$ cat src/rtl/ntr_cmd_capture.sv
// Cartridge-bus command capture.
// Synchronizes the asynchronous cartridge bus (clock, chip select, data) into
// the clk domain, assembles CMD_BYTES bytes per command (first byte ends up in
// the MSBs) and presents each completed command on a valid/ready handshake.
// A partial command cut short by chip select deasserting raises a one-cycle
// abort pulse. A completed command that cannot be presented because the
// previous one is still waiting sets a sticky overrun flag.
module ntr_cmd_capture #(
   parameter int CMD_BYTES   = 8,
   parameter int SYNC_STAGES = 2
) (
   input  logic                               clk,
   input  logic                               rst,
   input  logic                               ntr_clk,
   input  logic                               ntr_cs1,
   input  logic [7:0]                         ntr_data,
   output logic [8*CMD_BYTES-1:0]             cmd,
   output logic                               cmd_valid,
   input  logic                               cmd_ready,
   output logic [$clog2(CMD_BYTES+1)-1:0]     byte_count,
   output logic                               abort,
   output logic                               overrun
);

   localparam int W  = 8 * CMD_BYTES;
   localparam int CW = $clog2(CMD_BYTES + 1);
   // Fewer than two stages would not be a synchronizer at all.
   localparam int SS = (SYNC_STAGES < 2) ? 2 : SYNC_STAGES;

   // Synchronizer chains: index 0 is the first flop, index SS-1 is the output.
   logic [SS-1:0]      clk_sync_q;
   logic [SS-1:0]      cs_sync_q;
   logic [SS-1:0][7:0] data_sync_q;

   logic               clk_s;
   logic               cs_s;
   logic [7:0]         data_s;

   // Edge detectors on the synchronized bus clock and chip select.
   logic               clk_d_q;
   logic               cs_d_q;

   // Capture state.
   logic [W-1:0]       shift_q,   shift_d;
   logic [CW-1:0]      cnt_q,     cnt_d;
   logic [W-1:0]       cmd_q,     cmd_d;
   logic               valid_q,   valid_d;
   logic               abort_q,   abort_d;
   logic               overrun_q, overrun_d;

   // Decoded events.
   logic               bus_edge;
   logic               cs_rise;
   logic               last_byte;
   logic               cmd_done;
   logic [W-1:0]       shift_nxt;

   // Bring the asynchronous bus signals into the clk domain; clock and chip
   // select reset high so that releasing reset never looks like a bus edge.
   always_ff @(posedge clk) begin
      if (rst) begin
         clk_sync_q  <= '1;
         cs_sync_q   <= '1;
         data_sync_q <= '0;
      end else begin
         clk_sync_q  <= {clk_sync_q[SS-2:0], ntr_clk};
         cs_sync_q   <= {cs_sync_q[SS-2:0], ntr_cs1};
         data_sync_q <= {data_sync_q[SS-2:0], ntr_data};
      end
   end

   assign clk_s  = clk_sync_q[SS-1];
   assign cs_s   = cs_sync_q[SS-1];
   assign data_s = data_sync_q[SS-1];

   // Delayed copies of the synchronized clock and chip select for edge detection.
   always_ff @(posedge clk) begin
      if (rst) begin
         clk_d_q <= 1'b1;
         cs_d_q  <= 1'b1;
      end else begin
         clk_d_q <= clk_s;
         cs_d_q  <= cs_s;
      end
   end

   // Event decode: a bus byte is taken on a synchronized rising ntr_clk while
   // selected; chip-select rising edge ends the current transfer.
   always_comb begin
      bus_edge  = clk_s & ~clk_d_q & ~cs_s;
      cs_rise   = cs_s & ~cs_d_q;
      last_byte = (cnt_q == CW'(CMD_BYTES - 1));
      cmd_done  = bus_edge & last_byte;
      shift_nxt = (shift_q << 8) | W'(data_s);
   end

   // Next-state logic for byte assembly, command hand-off, abort and overrun.
   // The completing byte is merged into the command word directly from
   // shift_nxt so that cmd reflects it in the same cycle cmd_valid rises.
   always_comb begin
      shift_d   = shift_q;
      cnt_d     = cnt_q;
      cmd_d     = cmd_q;
      valid_d   = valid_q;
      abort_d   = 1'b0;
      overrun_d = overrun_q;

      if (bus_edge) begin
         shift_d = shift_nxt;
         cnt_d   = last_byte ? '0 : cnt_q + CW'(1);
      end else if (cs_rise && (cnt_q != '0)) begin
         cnt_d   = '0;
         abort_d = 1'b1;
      end

      if (cmd_done) begin
         if (!valid_q || cmd_ready) begin
            // Either nothing is pending or the pending command leaves this
            // cycle, so the new one takes its place without a gap.
            cmd_d   = shift_nxt;
            valid_d = 1'b1;
         end else begin
            overrun_d = 1'b1;
         end
      end else if (valid_q && cmd_ready) begin
         valid_d = 1'b0;
      end
   end

   // Capture state registers.
   always_ff @(posedge clk) begin
      if (rst) begin
         shift_q   <= '0;
         cnt_q     <= '0;
         cmd_q     <= '0;
         valid_q   <= 1'b0;
         abort_q   <= 1'b0;
         overrun_q <= 1'b0;
      end else begin
         shift_q   <= shift_d;
         cnt_q     <= cnt_d;
         cmd_q     <= cmd_d;
         valid_q   <= valid_d;
         abort_q   <= abort_d;
         overrun_q <= overrun_d;
      end
   end

   assign cmd        = cmd_q;
   assign cmd_valid  = valid_q;
   assign byte_count = cnt_q;
   assign abort      = abort_q;
   assign overrun    = overrun_q;

endmodule
$ cat config.mk
export PLATFORM = sky130hd
export DESIGN_NAME = ntr_cmd_capture
export DESIGN_NICKNAME = d
export VERILOG_FILES = /design/src/rtl/ntr_cmd_capture.sv
export SDC_FILE = /design/constraint.sdc
export NUM_CORES = 1
export LEC_CHECK = 0
export BUFFER_PORTS_ARGS = -buffer_cell sky130_fd_sc_hd__buf_2
export CAP_MARGIN = 20
export CORE_ASPECT_RATIO = 1.4
export CORE_MARGIN = 5
export CORE_UTILIZATION = 38
export DETAILED_ROUTE_END_ITERATION = 6
export PLACE_DENSITY = 0.61
export SETUP_SLACK_MARGIN = 0.2
export SLEW_MARGIN = 20
export SYNTH_ARGS = -nofsm -noshare
export SYNTH_HDL_FRONTEND = slang
export SYNTH_SLANG_ARGS = --single-unit
$ cat constraint.sdc
create_clock -name clk -period 1.5 [get_ports clk]
set_input_delay 0.075 -clock clk [delete_from_list [all_inputs] [get_ports clk]]
set_output_delay 0.075 -clock clk [all_outputs]
set_load 0.02 [all_outputs]
==> run metrics, run 1 <==
status=finished with violations; failing checks=negative setup slack; Initial Utilization=0.385; critical path class=reg -> reg; initial antenna violation count=0; Row Count=53; detailed-route DRC error count=0; WP buf/inv=2; PwrDens=1070 nW/um^2; Worst-path clk slew=60 ps; Crit Reg-Reg Startpoint=clk_d_q$_SDFF_PP1_; fin nets=741; # fillers=1294; Final min period=1710 ps; CP startpoint kind=flip-flop; # H-tree levels=4; worst setup path startpoint=clk_d_q$_SDFF_PP1_; worst reg-to-reg path cell count=5; Area contributors post-synth=dfxtp_1, nand2b_1, mux2i_1, nand2_1, a21oi_1; area of the multi-input gates=2940 sq um; Clock Skew=14.2 ps; Crit path max-delay family=simple AND/OR/NAND/NOR gates; Hold Vio Cnt, Final=0; Synth area leader=dfxtp_1; Worst-Margin Slew=463 ps; Synthesized Nets=619; Mapped Avg Cell Area=9.50 sq um; Vias=4391; Routability Congestion=0.759; PortBufs=83; Worst Path Required=1850 ps; fmax=584 MHz; initial DRC count=223; Worst Path Max Fanout=12; Levels on crit path=5; CTS buffer count=17; CTS tree=yes; sequential-to-total area share from yosys stat=0.520; Setup violations, final=68; Die Y=155 um; Worst Hold Class=in -> reg; synthesized area=5740 sq um; synthesis-stage register bit count=149; clk sinks=149; total track usage=0.150; Reg area=2990 sq um; n_diodes=0; Cell variety after synth=28; max-capacitance violation count=0; Remaining Overflow, GRT=0; hold path start=rst; vias in the first global route=4271; share of layout cells above drive strength 1=0.360; Largest stage delay, worst path=420 ps; Pre-Repair DR Iteration Count=4; CP endpoint kind=flip-flop; RSZ-0062 raised after global routing=true; WL final=14.4 mm; share of the synthesized area in the top cell type=0.520; largest net degree at the start of global routing=69; Max Transition Viols Final=0; CP cell instances=or3b_4, buf_4, buf_12, or4_1, a31oi_1; WHS=92.3 ps; Fin Setup TNS=-8130 ps; Slew headroom=0.691; Yosys warning total=0; final period utilization=1.14; cell count after synthesis=604; Final ANT Viol Nets=0; Post-DP HPWL=8.34 mm; slowest CP cell=or3b_4; Core Box Area=14900 sq um; die area=17700 sq um; CP Data Arrival Time=2060 ps; first-pass GRT wire length=21.2 mm; clk buf depth=2; worst-case vdd ir drop=0.738 mV; drt wl/cell=15.4 um; Clock Tree Root=clkbuf_16; area grow syn2layout=42.1%; Vias/cell=4.72; die width=114 um; final worst slack=-214 ps; clk_lat worst skew=430 ps; Hold Path Depth=2; # IOs=84; leakage=3.38 nW
==> synthesized netlist by cell type <==
library cell	number
or2_2	6
or4_1	2
o31ai_1	1
nor4_1	1
a211oi_1	1
dfxtp_1	149
buf_8	1
o21a_1	1
or3b_1	1
mux2i_1	64
inv_1	2
o211ai_1	1
nor2_1	2
o21ai_0	1
a21oi_1	59
a31oi_1	2
buf_12	6
clkbuf_1	32
nand2_1	113
buf_1	3
ha_1	2
nand3_1	3
nor3b_1	2
buf_2	1
nand2b_1	129
nor2b_1	17
and3b_1	1
nor3b_4	1
==> placed cells by master, fill, tap and decap left out, drive strengths merged <==
| cell | n |
|---|---|
| a211oi | 1 |
| a21oi | 59 |
| a31oi | 2 |
| and3b | 1 |
| buf | 126 |
| bufbuf | 1 |
| bufinv | 3 |
| clkbuf | 31 |
| clkinv | 3 |
| clkinvlp | 2 |
| dfxtp | 149 |
| dlygate4sd3 | 10 |
| ha | 2 |
| inv | 4 |
| mux2i | 64 |
| nand2 | 113 |
| nand2b | 129 |
| nand3 | 3 |
| nor2 | 2 |
| nor2b | 17 |
| nor3b | 3 |
| nor4 | 1 |
| o211ai | 1 |
| o21a | 1 |
| o21ai | 1 |
| o31ai | 1 |
| or2 | 6 |
| or3b | 1 |
| or4 | 2 |
==> cell families (layout without fill, tap and decap cells) <==
kind of cell | Yosys count | count (layout) | share of synthesized area
and+or+nand+nor | 278 | 278 | 0.256
DFF | 149 | 149 | 0.520
AOI/OAI and AO/OA | 66 | 66 | 0.0597
muxes | 64 | 64 | 0.112
buffers and inverters | 45 | 180 | 0.0486
adders and majority gates | 2 | 2 | 0.00436
==> timing repair <==
item	4_1_cts	5_1_grt
setup buffers	4	8
resized for setup	18	133
hold buffers	10	0
cloned	3	14
endpoints found under the setup margin	126	127
hold endpoints to repair	10	0
pin swaps	2	31
==> metal layers <==
metal	wire length, um	vias to the layer above	track usage
met1	6030	2093	0.171
met4	265	0	0.0549
met5	0	-	0
li1	-	2203	-
met2	7520	78	0.265
met3	547	17	0.0424
==> state kept, by name, indices dropped and copies added (netlist names) <==
name,count
cmd,64
shift_q,56
data_s,8
data_sync_q,8
byte_count,4
clk_sync_q,2
cs_sync_q,2
abort,1
clk_d_q,1
cmd_valid,1
cs_d_q,1
overrun,1
==> final timing paths <==
| kind | slack, ps | to |
|---|---|---|
| setup reg to reg | -210 | byte_count[3]$_SDFFE_PP0P_ |
| setup / recovery | -210 | byte_count[3]$_SDFFE_PP0P_ |
| hold reg to reg | 420 | clk_sync_q[1]$_SDFF_PP1_ |
| hold / removal | 90 | shift_q[11]$_SDFFE_PP0P_ |
==> stage by stage <==
| step | power, mW | utilization | instance area (sq um) | std cells | setup WS, ps |
|---|---|---|---|---|---|
| finish | 8.74 | 0.547 | 8160 | 931 | -214 |
| global route | 9.04 | 0.547 | 8160 | 931 | -243 |
| CTS | 8.78 | 0.491 | 7320 | 909 | -142 |
| detailed placement | 4.27 | 0.429 | 6410 | 860 | -237 |
| global placement | 4.26 | 0.429 | 6410 | 860 | -165 |
| floorplan | 4.21 | - | 5770 | 604 | -51.7 |
==> worst reg2reg max path, delay by kind of cell (launching register included) <==
family	cells	cell delay (ps)
AOI/OAI and AO/OA	1	160
and+or+nand+nor	2	830
DFF	1	320
buffers and inverters	2	340
==> cell type report <==
cell class	count	area share
Timing Repair Buffer	146	0.165
Clock buffer	22	0.0607
Clock inverter	10	0.0173
Tap cell	192	0.0294
Inverter	2	0.000920
Sequential cell	149	0.367
Multi-Input combinational cell	410	0.360
==> power by group <==
group          switching [mW]  total [mW]  internal (mW)
Clock                    1.65        4.51           2.86
Combinational           0.109       0.238          0.129
Sequential             0.0134        3.99           3.98
Total                    1.78        8.74           6.97
Note: power is estimated with default switching activity, not from simulation.
==> run 2: changes to the inputs <==
--- a/config.mk
+++ b/config.mk
@@ -13,7 +13,8 @@
 export DETAILED_ROUTE_END_ITERATION = 6
 export PLACE_DENSITY = 0.61
 export SETUP_SLACK_MARGIN = 0.2
-export SLEW_MARGIN = 20
+export SLEW_MARGIN = 5
 export SYNTH_ARGS = -nofsm -noshare
 export SYNTH_HDL_FRONTEND = slang
 export SYNTH_SLANG_ARGS = --single-unit
+export TNS_END_PERCENT = 50
==> run 2 against run 1 <==
  * The run still ends with negative setup slack left
  * Critical endpoint is now cmd[40]$_SDFFE_PP0P_
  * Register-to-register slack gained 80 ps
  * Utilization shrank 4.2 points
  * Critical path depth rose by 1
==> run metrics, run 2 (same netlist as run 1, synthesis figures left out) <==
Fin Setup TNS=-6400 ps; Die Y=155 um; Clock Tree Root=clkbuf_16; worst setup path startpoint=cs_sync_q[1]$_SDFF_PP1_; detailed-route DRC error count=0; largest net degree at the start of global routing=58; WL final=13.6 mm; n_diodes=0; Clock Skew=9.65 ps; CTS buffer count=17; internal power=6.81 mW; Psw=1.76 mW; drt wl/cell=14.9 um; Worst Hold Class=in -> reg; total track usage=0.153; clk buf depth=2; Hold Path Depth=4; Hold Vio Cnt, Final=0; vias in the first global route=4190; CP endpoint kind=flip-flop; RSZ-0062 raised after global routing=true; share of layout cells above drive strength 1=0.250; # H-tree levels=4; clk sinks=149; Vias/cell=4.69; max FFs per register=64; Vias=4297; commonest cells after routing, fill and taps aside=dfxtp_1, nand2b_1, nand2_1; die width=114 um; Worst Path Max Fanout=8; sw frac=0.206; max-capacitance violation count=0; sequential power share=0.465; clk_lat worst skew=410 ps; fin nets=727; first-pass GRT wire length=21.5 mm; worst-case vdd ir drop=0.682 mV; # IOs=84; initial DRC count=187; hold path start=cmd_ready; worst reg-to-reg path cell count=6; reg2reg end=cmd[40]$_SDFFE_PP0P_; leakage=2.76 nW; Final ANT Viol Nets=0; CP startpoint kind=flip-flop; Placement Setup Slack=-308 ps; Remaining Overflow, GRT=0; WHS=51.2 ps; Initial Utilization=0.385; Worst Path Required=1840 ps; Max Transition Viols Final=0; CTS tree=yes; final period utilization=1.09; Pre-Repair DR Iteration Count=5; Setup violations, final=65; Slew headroom=0.698; area grow syn2layout=31.1%; final worst slack=-137 ps; most common cell after layout, fill and taps aside=dfxtp_1; critical path class=reg -> reg; failing checks=negative setup slack; Worst-Margin Slew=452 ps; Core Box Area=14900 sq um; Final min period=1640 ps; final non-filler cell total=917; Routability Congestion=0.756; die area=17700 sq um; CP Data Arrival Time=1980 ps; Inst Count DP=858; PortBufs=83; PwrDens=1140 nW/um^2; status=finished with violations; combinational fraction of design power=0.025; Crit Reg-Reg Startpoint=cs_sync_q[1]$_SDFF_PP1_; Worst-path clk slew=60 ps; fmax=611 MHz; clock share of power=0.510; Post-DP HPWL=8.26 mm; setup slack, reg-to-reg=-140 ps; initial antenna violation count=0; utilization after layout=0.505; Worst Hold End=cmd_valid$_SDFFE_PP0P_; Row Count=53
-- run 2: cell types whose count changed in the layout (fill, tap and decap cells not counted), moves of 4 or more --
cell / delta
mux2i_2: +4
clkbuf_16: -6
nand2_4: -30
nand2_2: -10
a21oi_1: +38
nand2_1: +40
mux2i_1: -4
buf_12: -4
a21oi_2: -38
-- run 2: final cells by class --
type	count	area, sq um
clock buffers	21	460
clock inverters	11	148
fillers	1414	7390
inverters	2	7.51
multi-input cells	410	2580
flip-flops and latches	149	2990
well taps	192	240
repair buffers	132	1100
-- run 2: routing by layer --
layer  vias to the layer above  GRT usage  wire length [um]
li1                       2168          -                 -
met1                      2038      0.180              5570
met2                        81      0.268              7390
met3                        10     0.0409               540
met4                         0     0.0532               123
met5                         -          0                 0
-- run 2: worst max path at each step --
| stage | to | slack (ps) | cells past startpoint |
|---|---|---|---|
| 4_1_cts | cmd[49]$_SDFFE_PP0P_ | -150 | 6 |
| 3_3_place_gp | cmd[1]$_SDFFE_PP0P_ | -230 | 4 |
| 3_5_place_dp | cmd[31]$_SDFFE_PP0P_ | -310 | 4 |
| 2_1_floorplan | cmd[10]$_SDFFE_PP0P_ | -50 | 6 |
| 6_report | cmd[40]$_SDFFE_PP0P_ | -140 | 6 |
| 5_1_grt | cmd[1]$_SDFFE_PP0P_ | -210 | 6 |
-- run 2: timing repair --
item	4_1_cts	5_1_grt
buffers inserted	6	4
cloned	3	4
hold endpoints to repair	10	0
endpoints found under the setup margin	126	127
pin swaps	2	8
hold buffers	10	0
resized for setup	10	31
-- run 2: through the flow --
stage / area [sq um] / power, mW
after CTS: 7270 / 8.66
final: 7530 / 8.58
after global placement: 6380 / 4.26
after global routing: 7530 / 8.86
after detailed placement: 6380 / 4.26
after floorplan: 5760 / 4.21
-- run 2: power groups by stage --
| stage | Sequential [mW] | Combinational [mW] | Clock, mW |
|---|---|---|---|
| after global routing | 3.99 | 0.236 | 4.64 |
| after CTS | 3.99 | 0.211 | 4.46 |
| after detailed placement | 4.08 | 0.188 | 0 |
| after floorplan | 4.07 | 0.133 | 0 |
| final | 3.99 | 0.216 | 4.37 |
| after global placement | 4.08 | 0.186 | 0 |
-- run 2: critical path, stage by stage, from the launching register on --
cell	delay, ps
dfxtp_2	320
or3b_4	420
nor3b_4	210
buf_6	180
buf_12	120
clkbuf_16	150
mux2i_1	170
